==> config.mk <==
export PLATFORM = sky130hd
export DESIGN_NAME = rx_block_packer
export DESIGN_NICKNAME = d
export VERILOG_FILES = /design/src/rtl/rx_block_packer.sv
export SDC_FILE = /design/constraint.sdc
export NUM_CORES = 1
export LEC_CHECK = 0
export CORE_MARGIN = 2
export CORE_UTILIZATION = 29
export CTS_BUF_LIST = sky130_fd_sc_hd__clkbuf_8 sky130_fd_sc_hd__clkbuf_16
export DETAILED_ROUTE_END_ITERATION = 8
export DONT_BUFFER_PORTS = 1
export PLACE_DENSITY = 0.41
export SYNTH_ARGS = -nofsm -noshare
export SYNTH_HDL_FRONTEND = slang
export SYNTH_SLANG_ARGS = --single-unit
==> constraint.sdc <==
create_clock -name Clk -period 7.4 [get_ports Clk]
set_clock_uncertainty 0.05 [all_clocks]
set_input_delay 1.85 -clock Clk [delete_from_list [all_inputs] [get_ports Clk]]
set_output_delay 1.85 -clock Clk [all_outputs]
set_load 0.02 [all_outputs]
==> src/rtl/rx_block_packer.sv <==
`default_nettype none
// ============================================================================
// Module   : rx_block_packer
// Brief    : Packs received UART bytes into one 128-bit AES block and presents
//            it on an AXI-Stream master. Partial blocks are discarded on
//            inter-byte timeout or flush, and each discard is counted.
// Revision : 1.0 - initial release
// ============================================================================
module rx_block_packer #(
  parameter int BYTES  = 16,
  parameter int TO_W   = 16,
  parameter int DROP_W = 8
) (
  input  logic                 Clk,
  input  logic                 Rst,
  input  logic                 En,
  input  logic                 Flush,
  input  logic [TO_W-1:0]      TimeoutCycles,
  input  logic [7:0]           s_axis_tdata,
  input  logic                 s_axis_tvalid,
  output logic                 s_axis_tready,
  output logic [BYTES*8-1:0]   m_axis_tdata,
  output logic                 m_axis_tvalid,
  input  logic                 m_axis_tready,
  output logic [4:0]           ByteCount,
  output logic                 TimeoutErr,
  output logic [DROP_W-1:0]    DropCount
);

  localparam int         c_DATA_W = BYTES * 8;
  localparam logic [4:0] c_LAST   = 5'(BYTES - 1);
  localparam logic [4:0] c_FULL   = 5'(BYTES);

  typedef enum logic [1:0] {
    S_IDLE = 2'd0,
    S_FILL = 2'd1,
    S_OUT  = 2'd2
  } state_t;

  state_t              r_state, w_state_nxt;
  logic [c_DATA_W-1:0] r_buf, w_buf_nxt, w_buf_ins;
  logic [c_DATA_W-1:0] r_tdata, w_tdata_nxt;
  logic                r_tvalid, w_tvalid_nxt;
  logic [4:0]          r_count, w_count_nxt;
  logic [TO_W-1:0]     r_to_cnt, w_to_cnt_nxt;
  logic                r_terr, w_terr_nxt;
  logic [DROP_W-1:0]   r_drop;
  logic                w_drop;
  logic                w_xfer;
  logic                w_out_hs;
  logic                w_to_active;
  logic                w_to_expire;

  // Input side accepts only while collecting; reset also masks it so the
  // port reads 0 while Rst is held.
  assign s_axis_tready = En && !Flush && !Rst &&
                         ((r_state == S_IDLE) || (r_state == S_FILL));

  assign w_xfer   = s_axis_tvalid && s_axis_tready;
  assign w_out_hs = r_tvalid && m_axis_tready;

  // The timeout threshold is compared live so a new TimeoutCycles value
  // applies on the very next cycle.
  assign w_to_active = En && (TimeoutCycles != '0) && (r_state == S_FILL);
  assign w_to_expire = w_to_active && !w_xfer &&
                       (r_to_cnt == (TimeoutCycles - TO_W'(1)));

  // Next-state and datapath decode; defaults hold every register.
  always_comb begin
    w_state_nxt  = r_state;
    w_buf_nxt    = r_buf;
    w_tdata_nxt  = r_tdata;
    w_tvalid_nxt = r_tvalid;
    w_count_nxt  = r_count;
    w_to_cnt_nxt = r_to_cnt;
    w_terr_nxt   = 1'b0;
    w_drop       = 1'b0;

    // Byte k of the block lands in the k-th byte from the MSB end.
    w_buf_ins = r_buf;
    for (int k = 0; k < BYTES; k++) begin
      if (r_count == 5'(k)) begin
        w_buf_ins[c_DATA_W-1-8*k -: 8] = s_axis_tdata;
      end
    end

    case (r_state)
      S_IDLE: begin
        if (w_xfer) begin
          w_buf_nxt    = w_buf_ins;
          w_count_nxt  = 5'd1;
          w_to_cnt_nxt = '0;
          w_state_nxt  = S_FILL;
        end
      end

      S_FILL: begin
        if (Flush) begin
          // Flush wins over a coincident timeout; counted once, no error pulse.
          w_count_nxt  = '0;
          w_to_cnt_nxt = '0;
          w_drop       = 1'b1;
          w_state_nxt  = S_IDLE;
        end else if (w_xfer) begin
          w_buf_nxt    = w_buf_ins;
          w_to_cnt_nxt = '0;
          if (r_count == c_LAST) begin
            w_tdata_nxt  = w_buf_ins;
            w_tvalid_nxt = 1'b1;
            w_count_nxt  = c_FULL;
            w_state_nxt  = S_OUT;
          end else begin
            w_count_nxt = r_count + 5'd1;
          end
        end else if (w_to_expire) begin
          w_count_nxt  = '0;
          w_to_cnt_nxt = '0;
          w_terr_nxt   = 1'b1;
          w_drop       = 1'b1;
          w_state_nxt  = S_IDLE;
        end else if (w_to_active) begin
          w_to_cnt_nxt = r_to_cnt + TO_W'(1);
        end
      end

      S_OUT: begin
        // A completed handshake beats a coincident flush: the block is delivered.
        if (w_out_hs) begin
          w_tvalid_nxt = 1'b0;
          w_count_nxt  = '0;
          w_state_nxt  = S_IDLE;
        end else if (Flush) begin
          w_tvalid_nxt = 1'b0;
          w_count_nxt  = '0;
          w_drop       = 1'b1;
          w_state_nxt  = S_IDLE;
        end
      end

      default: begin
        w_state_nxt = S_IDLE;
      end
    endcase
  end

  // State register.
  always_ff @(posedge Clk) begin
    if (Rst) begin
      r_state <= S_IDLE;
    end else begin
      r_state <= w_state_nxt;
    end
  end

  // Datapath registers: byte buffer, output block, counters and status.
  always_ff @(posedge Clk) begin
    if (Rst) begin
      r_buf    <= '0;
      r_tdata  <= '0;
      r_tvalid <= 1'b0;
      r_count  <= '0;
      r_to_cnt <= '0;
      r_terr   <= 1'b0;
    end else begin
      r_buf    <= w_buf_nxt;
      r_tdata  <= w_tdata_nxt;
      r_tvalid <= w_tvalid_nxt;
      r_count  <= w_count_nxt;
      r_to_cnt <= w_to_cnt_nxt;
      r_terr   <= w_terr_nxt;
    end
  end

  // Saturating discard counter; sticks at all-ones.
  always_ff @(posedge Clk) begin
    if (Rst) begin
      r_drop <= '0;
    end else if (w_drop && (r_drop != {DROP_W{1'b1}})) begin
      r_drop <= r_drop + DROP_W'(1);
    end
  end

  assign m_axis_tdata  = r_tdata;
  assign m_axis_tvalid = r_tvalid;
  assign ByteCount     = r_count;
  assign TimeoutErr    = r_terr;
  assign DropCount     = r_drop;

endmodule
`default_nettype wire
Yosys cells after proc, flatten, opt, wreduce, memory -nomap -nowiden
Index checks and enable logic that the tools add are counted.
Storage, ports and cells
  bits in registers: 289
  input bits: 30
  output and inout port bits: 144
  word-level logic and storage cells: 121
Operators by class
  add/sub/neg operators: 4
  equality and inequality tests: 27
  muxes and demuxes: 53
  bitwise operators: 2
  reduce and logical (&&, ||, !) cells: 27
Operator list (count)
  $mux W128: 2
  $pmux W128 S2: 1
  $mux W8: 16
  $mux W16: 5
  $eq A5 B4 Y1 const B: 8
  $mux W5: 7
  $pmux W16 S2: 1
  $eq A5 B3 Y1 const B: 4
  $add A16 B1 Y16 const B: 1
  $eq A16 B16 Y1: 1
  $reduce_bool A16 Y1: 1
  $sub A16 B1 Y16 const B: 1
  $pmux W5 S3: 1
  $mux W2: 7
  $reduce_and A4 Y1: 3
  $eq A5 B2 Y1 const B: 2
  $logic_and A1 B1 Y1: 10
  $mux W1: 10
  $add A8 B1 Y8 const B: 1
  $ne A8 B8 Y1 const B: 1
  $ne A2 B2 Y1 const B: 3
  $pmux W2 S3: 1
  $add A5 B1 Y5 const B: 1
  $eq A5 B1 Y1 const B: 1
  other kinds (19): 24

Longest topological paths before layout
  depth after elaboration: 13
  mapped depth: 12
  depth with buffers taken out: 10

Worst setup path after synthesis
No wires, ideal clock.
  path kind: input port to flip-flop
  start: input TimeoutCycles[2]
  end: register r_drop[5] (netlist: DropCount[5])
  library setup time: 0.121 ns
  arrival time: 4.384 ns
  required time: 7.229 ns
  setup slack: 2.846 ns
  stages: 10
  path through: buf_6 > nor4_4 > nand4_2 > or4_4 > a211oi_2 > nor4b_2 > a21oi_1 > buf_6 > nor4_1 > mux2_2
Between the ends
  longest elaborated chain between the ends: 10
  elaborated cells on any way between the ends: 12
  classes of those cells: add/sub (1); eq/ne (1); mux (4); reduce/logical (6)
RTL lines
  start, declared: RTL line 18  | input logic [TO_W-1:0] TimeoutCycles,
  branches (longest 4 deep; another with $sub A16 B1 Y16)
  $logic_and A1 B1 Y1 *: RTL line 65  | assign w_to_expire = w_to_active && !w_xfer &&
  $mux W1 *: RTL line 115  | end else if (w_to_expire) begin
  $mux W1 *: RTL line 104  | end else if (w_xfer) begin
  $mux W1 *: RTL line 98  | if (Flush) begin
  $pmux W1 S2 *: RTL line 87  | case (r_state)
  $logic_and A1 B1 Y1 *: RTL line 178  | end else if (w_drop && (r_drop != {DROP_W{1'b1}})) begin
  end signal, assigned: RTL line 179  | r_drop <= r_drop + DROP_W'(1);
  end, declared: RTL line 47  | logic [DROP_W-1:0] r_drop;
Every way passes the cells marked *.
A chain may end at the register's enable or synchronous reset.

Worst setup path in the final report
  start: input TimeoutCycles[3]
  end: register r_to_cnt[2]
Between the ends
  longest elaborated chain between the ends: 9
  elaborated cells on any way between the ends: 13
  classes of those cells: add/sub (1); eq/ne (2); mux (4); reduce/logical (6)
RTL lines
  branches (longest 9 deep; another with $sub A16 B1 Y16)
  end signal, assigned: RTL line 169  | r_to_cnt <= w_to_cnt_nxt;
  end, declared: RTL line 45  | logic [TO_W-1:0] r_to_cnt, w_to_cnt_nxt;
Parallel ways; which one is timed is not known.

==> metrics.md <==
| Metric | Value |
|---|---|
| Sw Ratio | 21.3% |
| Final Hold Fails | 0 |
| Reg clk slew, reported paths | 0.05 ns |
| IO Pins | 174 |
| Final Net Count | 1,444 |
| Post-Syn Nets | 1,530 |
| Synth async-reset ratio | 0% |
| Register area share after synthesis | 45.8% |
| Area leader, netlist | dfxtp_1 |
| Max Buffers Root-to-Sink | 3 |
| Area grow syn2layout | 12.0% |
| Crit Path Class | input pin to register |
| Pleak | 4.05 nW |
| Ys flop type | dfxtp_1 |
| Initial Util | 29.3% |
| Worst setup margin | 2.83 ns |
| Detail Route Antenna Nets | 0 |
| Final Critical Period | 4.57 ns |
| Row cnt | 75 |
| Average size of a mapped cell | 8.25 sq um |
| Synth warnings | 0 |
| Critical path endpoint category | register |
| Core ar. | 41,900 sq um |
| Antenna violations before repair | 0 |
| Top cells by area, synth | dfxtp_1 (46%), nand2_1 (9.6%), mux2i_1 (8.4%) |
| Drt pass-1 iters | 5 |
| Port bufs | 0 |
| Req. time, crit path | 7.72 ns |
| Net switching power figure | 0.000722 W |
| M1 GR Usage | 22.4% |
| Layout cells sized above 1 | 6.03% |
| Worst skew pair latency | 0.55 ns |
| Number of global-route vias before repair | 9,673 |
| Worst Setup SP | TimeoutCycles[3] |
| Residual DRC count | 0 |
| Met3 Use GR | 4.53% |
| Critical Path Max Stage Delay | 0.94 ns |
| Maximum VDD drop | 0.149 mV |
| Routed WL | 37,100 um |
| Clock power frac | 53.6% |
| Worst Path Arrival | 4.89 ns |
| Worst Hold Launch | r_buf[58]$_SDFFE_PP0P_ |
| Via count | 9,856 |
| RePlAce Congestion | 0.819 |
| Place WS | 2.27 ns |
| Top-count cell post-synth | nand2_1 |
| GRT Total Usage | 16.8% |
| Tcrit/Tclk final | 61.7% |
| Worst r2r path cells | 10 |
| CTS root buffer | clkbuf_16 |
| Logic pwr share | 1.6% |
| Vias/cell | 5.01 |
| Top Usage Layer GRT | met2 |
| Final Max Tran Viols | 0 |
| Worst Setup Start Kind | input pin |
| Setup Total Neg Slack | 0 ns |
| HPWL after detailed placement | 22,300 um |
| Post-synth top cells | nand2_1 (314), dfxtp_1 (281), nor2_1 (149) |
| Count of cell types in the netlist | 57 |
| Fmax achieved | 219 MHz |
| Worst flop-to-flop path startpoint | r_state[1]$_SDFFE_PP0P_ |
| Gr ovfl total | 0 |
| Slowest CP cell | a21oi_1 |
| Die Y | 210 um |
| Hold WC Path Type | register to register |
| Most used cell, CP | a21oi_1 |
| Die W | 210 um |
| Setup Buffers After CTS | 0 |
| Critical Path Fanout Max | 14 |
| Hold Path Cell Cnt | 2 |
| Post-synthesis cell count | 1,487 |
| Post-synth EDFFs | 0 |
| First-pass GRT wire length | 58,200 um |
| Relative slew slack | 25.2% |
| Yosys top cell area share | 45.8% |
| Post-synthesis sequential element count | 281 |
| Sequential share of power | 44.7% |
| CP Cell Sequence | nor4_4 > nand4_2 > or4_4 > a211oi_2 > nor4b_2 > a21oi_1 > a21oi_1 > nor3_1 |
| Setup violators final | 0 |
| Area of the die | 44,000 sq um |
| CTS buffer count | 36 |
| Syn Std Cell Area | 12,300 sq um |
| Largest net degree at the start of global routing | 287 |
| Power per cell area | 247 nW/um^2 |
| Gates resized, CTS repair | 0 |
| RSZ-0062 raised after global routing | false |
| ANT cells | 0 |
| CTS tree | yes |
| Status | complete, no violations |
| Met2 Use GR | 26.3% |
| Per-cell routed wire length | 18.9 um |
| CTS Hold Bufs | 0 |
| Fin util | 32.9% |
| Htree depth | 2 |
| Clk sinks | 281 |
| Maxcap violations | 0 |
| Worst-margin pin slew | 1.12 ns |
| Internal power | 0.00267 W |
| DRC marker count from the first detailed-route iteration | 575 |
[final timing paths]
kind	to	slack (ns)
setup reg to reg	m_axis_tdata[102]$_SDFFE_PP0P_	3.78
hold reg to reg	r_buf[58]$_SDFFE_PP0P_	0.40
setup / recovery	r_to_cnt[2]$_SDFFE_PP0P_	2.83
hold / removal	r_buf[58]$_SDFFE_PP0P_	0.40
[final cells by class]
class	instances	area, sq um
Sequential cell	281	5630
Clock buffer	49	1090
Fill cell	4408	28100
Clock inverter	15	155
Multi-Input combinational cell	1060	6090
Timing Repair Buffer	6	57.6
Tap cell	539	674
Inverter	16	60.1
[through the flow]
stage / cells / area, sq um / total power [W] / hold WS, ns
3_3_place_gp: 1902 / 12500 / 0.00161 / 0.389
2_1_floorplan: 1487 / 12300 / 0.00163 / 0.386
6_report: 1966 / 13700 / 0.00339 / 0.402
4_1_cts: 1966 / 13700 / 0.00346 / 0.402
5_1_grt: 1966 / 13700 / 0.00352 / 0.416
3_5_place_dp: 1902 / 12500 / 0.00161 / 0.395
[layout by cell type (no fill, tap or decap), types with 5 or more instances in the layout]
master	instances
nand2_1	314
dfxtp_1	281
nor2_1	149
a21oi_1	144
mux2i_1	103
a211oi_1	98
nand3_1	45
clkbuf_16	37
nor3_1	26
a311oi_1	24
inv_1	20
xnor2_1	18
nor2b_1	17
xor2_1	15
ha_1	13
clkbuf_8	12
and2_1	10
and3_1	9
nand4_1	9
o31ai_1	7
nor4_1	6
mux2_2	6
nand2b_1	5
clkinv_2	5
buf_4	5
[state kept, by name, summed over array words and instances, names as in the netlist]
| signal | flops |
|---|---|
| ByteCount | 5 |
| DropCount | 8 |
| TimeoutErr | 1 |
| m_axis_tdata | 128 |
| m_axis_tvalid | 1 |
| r_buf | 120 |
| r_state | 2 |
| r_to_cnt | 16 |
[layer usage]
| layer | vias to the layer above | part of all wire [%] |
|---|---|---|
| met2 | 186 | 45 |
| met4 | 0 | 2.3 |
| met3 | 52 | 6.3 |
| met1 | 4652 | 47 |
| li1 | 4966 | - |
| met5 | - | 0 |
[critical path, delay by kind of cell]
family	cells	cell delay (ns)
compound gates	3	1.43
simple gates	5	1.60
[cells by family after synthesis]
| family | after synthesis | synth area share [%] |
|---|---|---|
| AO/OA/AOI/OAI | 295 | 15.5 |
| XOR/XNOR | 33 | 2.36 |
| adder cells (fa/ha/maj) | 13 | 1.33 |
| buffers and inverters | 146 | 4.61 |
| flip-flops | 281 | 45.8 |
| multiplexers | 109 | 8.95 |
| AND/OR/NAND/NOR | 610 | 21.4 |
[power groups by stage]
stage | Sequential, W | Combinational, W | Clock, W
2_1_floorplan | 0.00155 | 0.0000801 | 0
3_5_place_dp | 0.00155 | 0.0000561 | 0
5_1_grt | 0.00152 | 0.0000619 | 0.00194
4_1_cts | 0.00152 | 0.0000564 | 0.00188
6_report | 0.00152 | 0.0000557 | 0.00182
3_3_place_gp | 0.00155 | 0.0000558 | 0
No activity file was read; power rests on OpenSTA's default activity.
